[config.mk]
export PLATFORM = sky130hd
export DESIGN_NAME = fetch_decode_queue_flat
export DESIGN_NICKNAME = d
export VERILOG_FILES = /design/src/rtl/fetch_decode_queue_pkg.sv /design/src/rtl/Ctrl.sv /design/src/rtl/fetch_decode_queue_ram.sv /design/src/rtl/fetch_decode_queue.sv /design/src/flat_wrapper.sv
export SDC_FILE = /design/constraint.sdc
export NUM_CORES = 2
export LEC_CHECK = 0
export CORE_MARGIN = 2
export CORE_UTILIZATION = 59
export CTS_CLUSTER_SIZE = 14
export DETAILED_ROUTE_END_ITERATION = 8
export GPL_ROUTABILITY_DRIVEN = 0
export HOLD_SLACK_MARGIN = 0.08
export PLACE_DENSITY = 0.79
export SLEW_MARGIN = 40
export SYNTH_ARGS = -nofsm -noshare
export SYNTH_HDL_FRONTEND = slang
export SYNTH_HIERARCHICAL = 1
export SYNTH_SLANG_ARGS = --single-unit
[constraint.sdc]
create_clock -name clk -period 14.65 [get_ports clk]
set_input_delay 2.93 -clock clk [delete_from_list [all_inputs] [get_ports clk]]
set_output_delay 2.93 -clock clk [all_outputs]
set_load 0.02 [all_outputs]
[src/rtl/fetch_decode_queue_pkg.sv]
// -----------------------------------------------------------------------------
// fetch_decode_queue_pkg
//   Shared front-end defines for the fetch -> decode path.
//   Contents:
//     IQ_DEPTH    default instruction-queue depth (power of two, >= 4)
//     IQ_PTR_W    pointer width for the default depth
//     InstBundle  one fetched instruction with its branch prediction
//     UOPBundle   decoded micro-op handed from decode to rename
//     inst_valid_count  number of valid instructions in a fetch pair
// -----------------------------------------------------------------------------
package fetch_decode_queue_pkg;

   localparam int IQ_DEPTH = 8;
   localparam int IQ_PTR_W = $clog2(IQ_DEPTH);

   typedef struct packed {
      logic        valid;
      logic [31:0] pc;
      logic [31:0] inst;
      logic        predTaken;
      logic [31:0] predAddr;
   } InstBundle;

   typedef struct packed {
      logic        valid;
      logic [31:0] pc;
      logic [7:0]  opcode;
      logic [4:0]  rs1;
      logic [4:0]  rs2;
      logic [4:0]  rd;
      logic [31:0] imm;
      logic        predTaken;
      logic [31:0] predAddr;
   } UOPBundle;

   // Number of instructions carried by a fetch pair (0, 1 or 2).
   function automatic logic [1:0] inst_valid_count(input logic v0, input logic v1);
      return {1'b0, v0} + {1'b0, v1};
   endfunction

endpackage

[src/rtl/Ctrl.sv]
// -----------------------------------------------------------------------------
// Ctrl
//   Pipeline control bundle shared by the front-end stages.
//   Signals:
//     pause     hold the stage's outputs (driven by the pipeline controller)
//     flush     discard all in-flight state (driven by the pipeline controller)
//     pauseReq  stage asks the controller to stall upstream
//   Modports:
//     slave   stage side  (pause/flush in, pauseReq out)
//     master  controller side
// -----------------------------------------------------------------------------
interface Ctrl;
   logic pause;
   logic flush;
   logic pauseReq;

   modport slave  (input pause, input flush, output pauseReq);
   modport master (output pause, output flush, input pauseReq);
endinterface

[src/rtl/fetch_decode_queue_ram.sv]
// -----------------------------------------------------------------------------
// fetch_decode_queue_ram
//   DEPTH x InstBundle storage for the instruction queue.
//   Two write ports (one per fetched instruction) and two asynchronous read
//   ports (one per decoder). The consumer registers the read data, so the
//   read-to-decoder path still ends in a flop.
//   Ports:
//     clk              clock
//     we0/waddr0/wdata0  write port 0
//     we1/waddr1/wdata1  write port 1 (never the same address as port 0)
//     raddr0/rdata0    read port 0
//     raddr1/rdata1    read port 1
//   The array carries no reset: every read is qualified by the queue count.
// -----------------------------------------------------------------------------
module fetch_decode_queue_ram
   import fetch_decode_queue_pkg::*;
#(
   parameter int DEPTH = IQ_DEPTH,
   parameter int PTR_W = $clog2(DEPTH)
) (
   input  logic             clk,
   input  logic             we0,
   input  logic [PTR_W-1:0] waddr0,
   input  InstBundle        wdata0,
   input  logic             we1,
   input  logic [PTR_W-1:0] waddr1,
   input  InstBundle        wdata1,
   input  logic [PTR_W-1:0] raddr0,
   output InstBundle        rdata0,
   input  logic [PTR_W-1:0] raddr1,
   output InstBundle        rdata1
);

   InstBundle mem [DEPTH];

   always_ff @(posedge clk) begin
      if (we0) begin
         mem[waddr0] <= wdata0;
      end
      if (we1) begin
         mem[waddr1] <= wdata1;
      end
   end

   assign rdata0 = mem[raddr0];
   assign rdata1 = mem[raddr1];

endmodule

[src/rtl/fetch_decode_queue.sv]
// -----------------------------------------------------------------------------
// fetch_decode_queue
//   Circular instruction queue between a 2-wide fetch stage and two decoders.
//   Accepts up to two instructions per cycle (compacted, program order) when
//   at least two slots are free, and hands up to two instructions per cycle
//   to the decoders through registered outputs.
//   Ports:
//     clk                      clock, all state updates on the rising edge
//     rst                      synchronous reset, active low
//     ctrl_fetch_decode_queue  pause / flush in, pauseReq out (tied low)
//     fetch_inst0              older fetched instruction
//     fetch_inst1              younger fetched instruction
//     fetch_ready              queue can take two instructions this cycle
//     decode0_inst             instruction for decoder 0 (older)
//     decode1_inst             instruction for decoder 1 (younger)
// -----------------------------------------------------------------------------
module fetch_decode_queue
   import fetch_decode_queue_pkg::*;
#(
   parameter int DEPTH = IQ_DEPTH
) (
   input  logic      clk,
   input  logic      rst,
   Ctrl.slave        ctrl_fetch_decode_queue,
   input  InstBundle fetch_inst0,
   input  InstBundle fetch_inst1,
   output logic      fetch_ready,
   output InstBundle decode0_inst,
   output InstBundle decode1_inst
);

   localparam int PTR_W = $clog2(DEPTH);

   logic [PTR_W-1:0] rd_ptr_reg, rd_ptr_next;
   logic [PTR_W-1:0] wr_ptr_reg, wr_ptr_next;
   logic [PTR_W:0]   count_reg, count_next;
   InstBundle        decode0_reg, decode0_next;
   InstBundle        decode1_reg, decode1_next;

   logic             pause;
   logic             flush;
   logic             push_ok;
   logic             push0, push1;
   logic [PTR_W:0]   push_cnt;
   logic [PTR_W:0]   pop_cnt;
   logic [PTR_W-1:0] waddr1;
   logic [PTR_W-1:0] raddr1;
   InstBundle        rdata0, rdata1;

   assign pause = ctrl_fetch_decode_queue.pause;
   assign flush = ctrl_fetch_decode_queue.flush;

   // Only registered count feeds fetch_ready, so fetch sees a clean flop path.
   assign fetch_ready = (count_reg <= (PTR_W+1)'(DEPTH - 2));

   // Back-pressure is carried entirely by fetch_ready.
   assign ctrl_fetch_decode_queue.pauseReq = 1'b0;

   // Anything presented during flush or reset is dropped, not stored.
   assign push_ok  = fetch_ready && !flush && rst;
   assign push0    = push_ok && fetch_inst0.valid;
   assign push1    = push_ok && fetch_inst1.valid;
   assign push_cnt = (PTR_W+1)'(inst_valid_count(push0, push1));

   // Compaction: inst1 lands directly behind inst0 if that was written,
   // otherwise at the write pointer itself.
   assign waddr1 = wr_ptr_reg + PTR_W'(push0);
   assign raddr1 = rd_ptr_reg + PTR_W'(1);

   fetch_decode_queue_ram #(
      .DEPTH (DEPTH),
      .PTR_W (PTR_W)
   ) u_ram (
      .clk    (clk),
      .we0    (push0),
      .waddr0 (wr_ptr_reg),
      .wdata0 (fetch_inst0),
      .we1    (push1),
      .waddr1 (waddr1),
      .wdata1 (fetch_inst1),
      .raddr0 (rd_ptr_reg),
      .rdata0 (rdata0),
      .raddr1 (raddr1),
      .rdata1 (rdata1)
   );

   always_comb begin
      pop_cnt      = '0;
      rd_ptr_next  = rd_ptr_reg;
      wr_ptr_next  = wr_ptr_reg + push_cnt[PTR_W-1:0];
      count_next   = count_reg;
      decode0_next = decode0_reg;
      decode1_next = decode1_reg;

      if (!pause) begin
         // Drain up to two entries; missing slots go out all-zero so decode1
         // can never be valid while decode0 is not.
         if (count_reg >= (PTR_W+1)'(2)) begin
            pop_cnt = (PTR_W+1)'(2);
         end else begin
            pop_cnt = count_reg;
         end
         decode0_next = (count_reg >= (PTR_W+1)'(1)) ? rdata0 : '0;
         decode1_next = (count_reg >= (PTR_W+1)'(2)) ? rdata1 : '0;
      end

      rd_ptr_next = rd_ptr_reg + pop_cnt[PTR_W-1:0];
      // Push needs two free slots measured before the pop, so this cannot
      // exceed DEPTH.
      count_next  = count_reg + push_cnt - pop_cnt;

      if (flush) begin
         rd_ptr_next  = '0;
         wr_ptr_next  = '0;
         count_next   = '0;
         decode0_next = '0;
         decode1_next = '0;
      end
   end

   always_ff @(posedge clk) begin
      if (!rst) begin
         rd_ptr_reg  <= '0;
         wr_ptr_reg  <= '0;
         count_reg   <= '0;
         decode0_reg <= '0;
         decode1_reg <= '0;
      end else begin
         rd_ptr_reg  <= rd_ptr_next;
         wr_ptr_reg  <= wr_ptr_next;
         count_reg   <= count_next;
         decode0_reg <= decode0_next;
         decode1_reg <= decode1_next;
      end
   end

   assign decode0_inst = decode0_reg;
   assign decode1_inst = decode1_reg;

endmodule

[src/flat_wrapper.sv]
// flat-port wrapper written by rule: the top's interface ports become plain ports
module fetch_decode_queue_flat import fetch_decode_queue_pkg::*;
#(
   parameter int DEPTH = IQ_DEPTH
)
  (clk, rst, fetch_inst0, fetch_inst1, fetch_ready, decode0_inst, decode1_inst, ctrl_fetch_decode_queue_pause, ctrl_fetch_decode_queue_flush, ctrl_fetch_decode_queue_pauseReq);
  Ctrl ctrl_fetch_decode_queue_i ();
  input  logic clk;
  input  logic rst;
  input  InstBundle fetch_inst0;
  input  InstBundle fetch_inst1;
  output logic fetch_ready;
  output InstBundle decode0_inst;
  output InstBundle decode1_inst;
  input wire logic [$bits(ctrl_fetch_decode_queue_i.pause)-1:0] ctrl_fetch_decode_queue_pause;
  input wire logic [$bits(ctrl_fetch_decode_queue_i.flush)-1:0] ctrl_fetch_decode_queue_flush;
  output wire logic [$bits(ctrl_fetch_decode_queue_i.pauseReq)-1:0] ctrl_fetch_decode_queue_pauseReq;
  assign ctrl_fetch_decode_queue_i.pause = ctrl_fetch_decode_queue_pause;
  assign ctrl_fetch_decode_queue_i.flush = ctrl_fetch_decode_queue_flush;
  assign ctrl_fetch_decode_queue_pauseReq = ctrl_fetch_decode_queue_i.pauseReq;
  fetch_decode_queue #(.DEPTH(DEPTH)) u_core (.clk(clk), .rst(rst), .ctrl_fetch_decode_queue(ctrl_fetch_decode_queue_i), .fetch_inst0(fetch_inst0), .fetch_inst1(fetch_inst1), .fetch_ready(fetch_ready), .decode0_inst(decode0_inst), .decode1_inst(decode1_inst));
endmodule
==> flow_summary.json <==
{
  "ir_drop_v": 0.000110,
  "cts-buffers-inserted": 104,
  "cap_violations": 0,
  "share_seq_of_total_power_pct": 50.2,
  "largest_reg_flops": 784,
  "die_area_sq_um": 89000,
  "whs_ns": 0.474,
  "h-tree-depth": 3,
  "drc_errors": 0,
  "p_sw_share_pct": 22.5,
  "io_pins": 398,
  "finalWirelength_microns": 143000,
  "root_buffer": "clkbuf_16",
  "slew_violations": 0,
  "critPathBufInv": 3,
  "intPower_mw": 4.80,
  "setup-tns-final_ns": 0,
  "crit_family": "simple AND/OR/NAND/NOR gates",
  "cts_hold_buf": 0,
  "overflow": 0,
  "tightest_slew_ns": 0.988,
  "path_cells": "clkdlybuf4s50_1 > and2b_1 > and3_1 > ha_1 > ha_1 > xor2_1 > and4bb_4 > o21bai_4 > buf_16 > buf_4",
  "cts_tree": "built",
  "ant_nets": 0,
  "async_flop_share_pct": 0,
  "nFillCells": 5419,
  "nets": 3420,
  "hold_violations": 0,
  "yosysSeqAreaShare_pct": 54.1,
  "yosysMostFrequentCell": "mux2_2",
  "netlist-cell-type-count": 42,
  "hpwl_microns": 80600,
  "fp.coreArea_sq_um": 85500,
  "initial_core_util_pct": 59.7,
  "area_growth_pct": 16.7,
  "clock_path_buffers": 3,
  "largest_register": "u_core/u_ram/mem",
  "p_leak_nw": 19.3,
  "max_freq_mhz": 146,
  "crit_slowest_cell": "and4bb_4",
  "period_minus_slack_ns": 6.87,
  "critPathKind": "in2reg",
  "clock_latency_ns": 0.67,
  "clkTransAtPathRegs_ns": 0.06,
  "pwr-share-comb_pct": 8.7,
  "fp-row-count": 107,
  "max_stage_delay_ns": 0.73,
  "antenna_found_initial": 33,
  "drt_iter0_markers": 3054,
  "end_kind": "register",
  "power_switching_mw": 1.39,
  "final-seq-area_sq_um": 27700,
  "p_clk_share_pct": 41.1,
  "netlist_instances": 2885,
  "fin_crit_sh_pct": 46.9,
  "synth_ff_type": "edfxtp_1",
  "drt-pass1-iter-count": 5,
  "drive_gt1_share_pct": 48.5,
  "wl_per_cell_microns": 32.0,
  "ys_ff_latch": 990,
  "relSlewSlack_pct": 34.1,
  "synth.area.top_cells": "edfxtp_1 (46%), mux2_2 (21%), mux4_2 (17%), dfxtp_1 (8.1%), a22o_1 (3.4%)",
  "yosysTopAreaCell": "edfxtp_1",
  "critical_path.startpoint_type": "input port",
  "yosys-top-cells-count": "mux2_2 (971), edfxtp_1 (784), mux4_2 (392)",
  "setup_viol": 0,
  "ys_warn_count": 6,
  "port_buffers": 396,
  "vias": 30600,
  "power_density_nw_per_um2": 104,
  "syn_area_sq_um": 51100,
  "cts_resized": 0,
  "synth-edff-count": 784,
  "crit_arrival_ns": 7.16,
  "cts_setup_buffers": 0,
  "clock_sinks": 990,
  "die_h_microns": 298,
  "status": "completed",
  "grt_pass1_wl_microns": 213000,
  "crit_fanout": 41,
  "synth_top_area_share_pct": 46.1,
  "stdcell_area_sq_um": 59600,
  "grt_max_degree": 100,
  "hold_class": "reg2reg",
  "rsz0062_at_grt": "no",
  "via_per_inst": 6.87,
  "crit_top_cell": "ha_1",
  "critical_path_required_ns": 14.94,
  "fin_skew_ns": 0.0284,
  "avgSynthCellArea_sq_um": 17.7,
  "track_usage_pct": 32.1,
  "placed_area_sq_um": 56300,
  "grt_pass1_vias": 33000,
  "multi_input_area_sq_um": 22400,
  "syn_nets": 3100,
  "die_x_microns": 298
}
[placed cells by master, fill, tap and decap left out, types with 10 or more instances in the layout]
master / count
diode_2: 23
ha_1: 11
inv_1: 10
dfxtp_1: 203
clkinv_2: 16
buf_6: 23
mux4_2: 392
mux2_2: 971
edfxtp_1: 784
clkbuf_1: 32
buf_4: 18
a22o_1: 196
clkdlybuf4s50_1: 396
clkbuf_16: 108
clkinv_1: 21
[metal layers]
layer,wire (microns),track usage [%],up-vias
met4,4300,12.6,26
met5,166,0,-
li1,-,-,12700
met3,12500,6.06,262
met2,70800,53.0,1552
met1,54800,42.6,16100
[stage by stage]
stage,setup WS [ns],utilization [%],power (mW),std cells
3_5_place_dp,7.17,65.8,3.70,4242
2_1_floorplan,3.25,-,3.48,2885
4_1_cts,7.87,69.6,6.22,4436
5_1_grt,7.66,69.7,6.36,4457
6_report,7.78,69.7,6.20,4460
3_3_place_gp,6.82,65.4,3.68,4230
[path summary, 6_finish.rpt]
kind / start / endpoint / slack [ns] / cells after the start
min reg2reg: u_core/decode0_inst[7]$_SDFFE_PP0N_ / u_core/decode0_inst[7]$_SDFFE_PP0N_ / 0.47 / 1
max: ctrl_fetch_decode_queue_flush / u_core/u_ram/mem[4][87]$_DFFE_PP_ / 7.78 / 10
min: u_core/decode0_inst[7]$_SDFFE_PP0N_ / u_core/decode0_inst[7]$_SDFFE_PP0N_ / 0.47 / 1
max reg2reg: u_core/count_reg[1]$_SDFF_PP0_ / u_core/u_ram/mem[4][87]$_DFFE_PP_ / 10.16 / 9
[layout make-up]
type	count	share of cell area (%)
sequential	990	46.4
multi-input combinational	1642	37.6
timing repair buffer	456	8.01
clock buffer	144	4.83
tap	1144	2.40
clock inverter	50	0.606
antenna	23	0.0965
inverter	11	0.0902
[cell families after synthesis]
| family | count (synthesis) | share of synthesized area [%] |
|---|---|---|
| buf+inv | 253 | 2.35 |
| compound gates | 210 | 3.53 |
| flops | 990 | 54.1 |
| mux | 1372 | 38.9 |
| other cells | 2 | 0.0147 |
| xor+xnor | 6 | 0.103 |
| simple gates | 37 | 0.517 |
| fa+ha+maj | 15 | 0.411 |
[power by group through the flow]
stage	clock network [mW]	registers (mW)	logic, mW
2_1_floorplan	0	3.18	0.292
6_report	2.54	3.11	0.540
3_5_place_dp	0	3.17	0.531
4_1_cts	2.57	3.11	0.536
3_3_place_gp	0	3.17	0.512
5_1_grt	2.68	3.11	0.571
Power figures use the tool's default switching activity.
==> edit 1, RTL diff (same flow settings) <==
Reset style: asynchronous (`rst`), changed in one clocked block. Comments in the files are not updated.
--- a/src/rtl/fetch_decode_queue.sv
+++ b/src/rtl/fetch_decode_queue.sv
@@ -118,7 +118,7 @@
       end
    end
 
-   always_ff @(posedge clk) begin
+   always_ff @(posedge clk or negedge rst) begin
       if (!rst) begin
          rd_ptr_reg  <= '0;
          wr_ptr_reg  <= '0;
Function: changed (Yosys sat finds a counterexample within 4 cycles, from zero or initial values and one cycle with rst low; the reset may be asserted at any time).
==> edit 1 against the unedited design <==
Critical path depth unchanged; area after synthesis is 2.0% higher; wire length increased by 1.9%; setup slack worse by 490 ps; cell area is 2.5% higher; sequential cell count unchanged; count of clock-buffer cells in the layout increased by 1; die area up 1.9%; synthesized cell count decreased by 0.14%; non-clock buffer count is 1 higher; clock skew fell by 0.86 ps; critical endpoint is now u_core/u_ram/mem[6][95]; largest cell class unchanged.
Power is not compared: it rests on default switching activity, and its combinational part moved more than twofold at a synthesized area within 25%.
==> edit 1: results (changes against the unedited design) <==
Routing
  • WL met1: 54.26 mm (was 54.82 mm)
  • Met2 WL: 73.19 mm (was 70.76 mm)
  • DRT Pass-1 Iters: 7 (was 5)
  • Drt total wl: 145.3 mm (was 142.5 mm)
  • Average via count per standard cell: 6.891 (was 6.867)

Final layout
  • Layout Cells excl Fill: 4478 (was 4460)
  • Nets@finish: 3418 (was 3420)
  • Share of layout cells above drive strength 1: 0.4938 (was 0.4850)

Yosys
  • Mapped Nets: 3096 (was 3100)
  • Commonest cells in the netlist: mux2_2, edfxtp_1, mux4_2, dfrtp_1, a22o_1 (was mux2_2, edfxtp_1, mux4_2, dfxtp_1, a22o_1)
  • Register area share after synthesis: 0.5507 (was 0.5414)
  • Synth Area in XOR/XNOR: 0.001008 (was 0.001028)
  • Post-synthesis adder-cell area fraction: 0.004034 (was 0.004113)
  • Synth Instances: 2881 (was 2885)
  • Yosys cell types: 41 (was 42)
  • Compound-gate portion of the synthesized area: 0.03450 (was 0.03531)
  • Synth area leaders: edfxtp_1, mux2_2, mux4_2, dfrtp_1, a22o_1 (was edfxtp_1, mux2_2, mux4_2, dfxtp_1, a22o_1)

Worst setup path
  • Reg2reg start: u_core/count_reg[2] (was u_core/count_reg[1])
  • R2R Setup Slk: 9830 ps (was 10160 ps)
  • CP endpoint: u_core/u_ram/mem[6][95] (was u_core/u_ram/mem[4][87])
  • Reg2reg path depth: 10 (was 9)
  • Critical path arrival: 7660 ps (was 7160 ps)
  • CP max FO: 48 (was 41)

Run status
  • Status: complete, no violations (unchanged)

Placed design
  • Placed Cells: 4251 (was 4242)
  • DP Worst Slack: 6683 ps (was 7166 ps)
  • Post-DP HPWL: 80.38 mm (was 80.62 mm)
  • Placed cell areas: 57310 µm² (was 56300 µm²)

Worst hold path
  • Sink of the worst hold path: u_core/decode0_inst[90] (was u_core/decode0_inst[7])
  • Worst hold start: u_core/decode0_inst[90] (was u_core/decode0_inst[7])

Clock network
  • CTS Buf Count: 105 (was 104)
  • Clock latency on the worst-skew pair: 700 ps (was 670 ps)

GRT
  • Vias in the first global route: 33310 (was 32990)
  • First-pass GRT wire length: 214.0 mm (was 212.9 mm)
  • Total GRT Usage: 0.3217 (was 0.3214)

Timing
  • Fin Clk Skew: 27.53 ps (was 28.39 ps)
  • Actual slew at the worst max-slew pin: 904.2 ps (was 987.9 ps)
-- edit 1: cell types whose count changed after synthesis, moves of 2 or more --
| cell | before | now |
|---|---|---|
| xor2_1 | 5 | 3 |
| buf_1 | 12 | 5 |
| buf_2 | 149 | 138 |
| dfxtp_1 | 206 | 0 |
| clkbuf_1 | 68 | 86 |
| xnor2_1 | 1 | 3 |
| dfrtp_1 | 0 | 206 |
| nor2b_1 | 0 | 6 |
| inv_1 | 11 | 7 |
| and2_1 | 4 | 2 |
-- edit 1: power by group --
group	leakage [nW]	internal, mW	total (mW)	switching, mW
logic	9.09	1.07	2.12	1.05
registers	9.87	3.23	3.40	0.167
clock network	1.83	1.69	2.85	1.15
-- edit 1: area by class of cell --
cell class,instances,share of cell area
clock inverters,54,0.01146
repair buffers,457,0.07729
inverters,7,0.0006958
well taps,1155,0.02364
diodes,28,0.001146
clock buffers,145,0.04981
flip-flops and latches,990,0.4695
multi-input cells,1642,0.3664
-- edit 1: kinds of logic after synthesis --
| kind of cell | count (synthesis) |
|---|---|
| simple gates | 38 |
| mux | 1372 |
| flops | 990 |
| xor+xnor | 6 |
| fa+ha+maj | 15 |
| buf+inv | 249 |
| compound gates | 209 |
| other cells | 2 |
-- edit 1: worst max-delay path: stages --
cell             delay, ps
clkdlybuf4s50_1        760
nor4b_1                610
and2_1                 330
ha_1                   200
ha_1                   160
xor2_1                 660
nand4b_1               390
o21ai_4                330
buf_4                  610
buf_6                  630
-- edit 1: per-layer routing --
metal	GRT usage	up-vias
met5	0	-
met4	0.1440	34
met3	0.05763	372
met2	0.5360	1591
met1	0.4159	16160
li1	-	12710
==> edit 2, RTL diff (same settings) <==
Made on the original files. The package constant `IQ_DEPTH` goes from 8 to 4.
--- a/src/rtl/fetch_decode_queue_pkg.sv
+++ b/src/rtl/fetch_decode_queue_pkg.sv
@@ -10,7 +10,7 @@
 // -----------------------------------------------------------------------------
 package fetch_decode_queue_pkg;
 
-   localparam int IQ_DEPTH = 8;
+   localparam int IQ_DEPTH = 4;
    localparam int IQ_PTR_W = $clog2(IQ_DEPTH);
 
    typedef struct packed {
Check against the original RTL: not equivalent (a bounded check fails within 4 cycles, from zero or initial values).
==> edit 2 against the unedited design <==
Area after synthesis is 44% lower; combinational power is 32% lower; fmax is 0.18% lower; sequential power is 41% lower; total power is 38% lower; largest cell class unchanged; critical endpoint is now u_core/u_ram/mem[3][39]; wire length is 46% lower; utilization is 3.7 points higher; sequential share of layout area is 1.3 points lower; setup slack worse by 12 ps; register-to-register slack better by 130 ps; sequential cell count is 395 lower; final cell count is 35% lower; cell area is 41% lower; critical path depth is 2 lower.
==> edit 2: results (changes against the unedited design) <==
Worst setup path
  • Max stage delay on crit path: 830 ps (was 730 ps)
  • CP max FO: 58 (was 41)
  • Critical Path Slowest Stage Cell: nand2_4 (was and4bb_4)

Clock network
  • CTS Buf Count: 61 (was 104)
  • Clock latency on the worst-skew pair: 630 ps (was 670 ps)
  • Clock tree sinks: 595 (was 990)
  • Post-CTS setup buffer count: 0 (unchanged)

Power
  • Peak VDD IR: 0.09232 mV (was 0.1098 mV)
  • Leakage: 11.30 nW (was 19.30 nW)

Final layout
  • Buffering overhead: 0.1206 (was 0.08007)
  • Filler cells: 3070 (was 5419)
  • Nets@finish: 2416 (was 3420)
  • Largest register FFs: 392 (was 784)
  • Multi-input gate area: 12030 µm² (was 22400 µm²)
  • Ant diodes: 21 (was 23)
  • Multi-In Gates: 1122 (was 1642)
  • Area Growth Syn to Fin: 22.41% (was 16.69%)
  • Clock buffers: 95 (was 144)
  • Register area: 15840 µm² (was 27680 µm²)
  • Inverter count: 6 (was 11)
  • Clock-cell share: 0.06139 (was 0.05432)
  • Share of layout cells above drive strength 1: 0.3238 (was 0.4850)

Timing
  • Fin Clk Skew: 15.38 ps (was 28.39 ps)
  • Actual slew at the worst max-slew pin: 863.3 ps (was 987.9 ps)

Run status
  • Status: complete, no violations (unchanged)

GRT
  • Largest net degree at the start of global routing: 107 (was 100)
  • First-pass GRT wire length: 114.8 mm (was 212.9 mm)
  • Vias in the first global route: 19080 (was 32990)
  • Initial antenna violation count: 25 (was 33)
  • Total GRT Usage: 0.3037 (was 0.3214)

Routing
  • Average via count per standard cell: 6.384 (was 6.867)
  • DR iter-0 viols: 1604 (was 3054)
  • Mean routed wirelength per cell: 26.65 µm (was 31.96 µm)
  • Drt total wl: 77.21 mm (was 142.5 mm)

Yosys
  • Synth Instances: 1888 (was 2885)
  • Mapped Nets: 2096 (was 3100)
  • Avg Cell Area, Syn: 15.20 µm² (was 17.71 µm²)
  • Yosys cell types: 36 (was 42)
  • EDFF count, synth: 392 (was 784)
  • Commonest cells in the netlist: edfxtp_1, mux2_2, dfxtp_1, mux4_2, nor2_1 (was mux2_2, edfxtp_1, mux4_2, dfxtp_1, a22o_1)
  • Synth area leaders: edfxtp_1, mux4_2, mux2_2, dfxtp_1, nand3b_1 (was edfxtp_1, mux2_2, mux4_2, dfxtp_1, a22o_1)

Placed design
  • Post-DP HPWL: 44.74 mm (was 80.62 mm)
  • Placed Cells: 2759 (was 4242)
  • DP Worst Slack: 7191 ps (was 7166 ps)
  • Placed cell areas: 32890 µm² (was 56300 µm²)

Worst hold path
  • Hold Path Cell Cnt: 2 (was 1)
  • Tightest Hold Check Type: reg2reg (unchanged)
## edit 2: worst register-to-register path, cell delays in order, from the launching register on
cell and delay, ps:
dfxtp_1 370, a21oi_1 310, and3_1 330, ha_1 200, xor2_1 480, nand3_4 720
nand2_4 840, buf_6 720
## edit 2: layer usage
layer / track usage / up-vias / wire length (µm)
met5: 0 / - / 92
met4: 0.1222 / 12 / 2692
met3: 0.06584 / 147 / 6045
met2: 0.4976 / 793 / 37960
met1: 0.3982 / 9478 / 30420
li1: - / 8063 / -
## edit 2: power groups by stage
stage / registers, mW / logic, mW / clock network, mW
6_report: 1.85 / 0.367 / 1.63
4_1_cts: 1.85 / 0.364 / 1.65
3_5_place_dp: 1.88 / 0.361 / 0
2_1_floorplan: 1.89 / 0.208 / 0
5_1_grt: 1.85 / 0.389 / 1.72
3_3_place_gp: 1.88 / 0.352 / 0
## edit 2: path summary, 6_finish.rpt
check	endpoint	start	slack, ps
max reg2reg	u_core/u_ram/mem[3][39]	u_core/count_reg[2]	10290
max	u_core/u_ram/mem[3][39]	rst	7770
min reg2reg	u_core/decode0_inst[68]	u_core/decode0_inst[68]	460
min	u_core/decode0_inst[68]	u_core/decode0_inst[68]	460
## edit 2: kinds of logic (layout without fill, tap and decap cells)
kind of cell    after synthesis  after routing  synth area share
simple gates                318            318           0.05648
fa+ha+maj                     8              8          0.004012
buf+inv                     171            544           0.03144
xor+xnor                      8              8          0.002442
other cells                   1             22         0.0001307
flops                       595            595            0.5520
compound gates              199            199           0.04344
mux                         588            588            0.3101
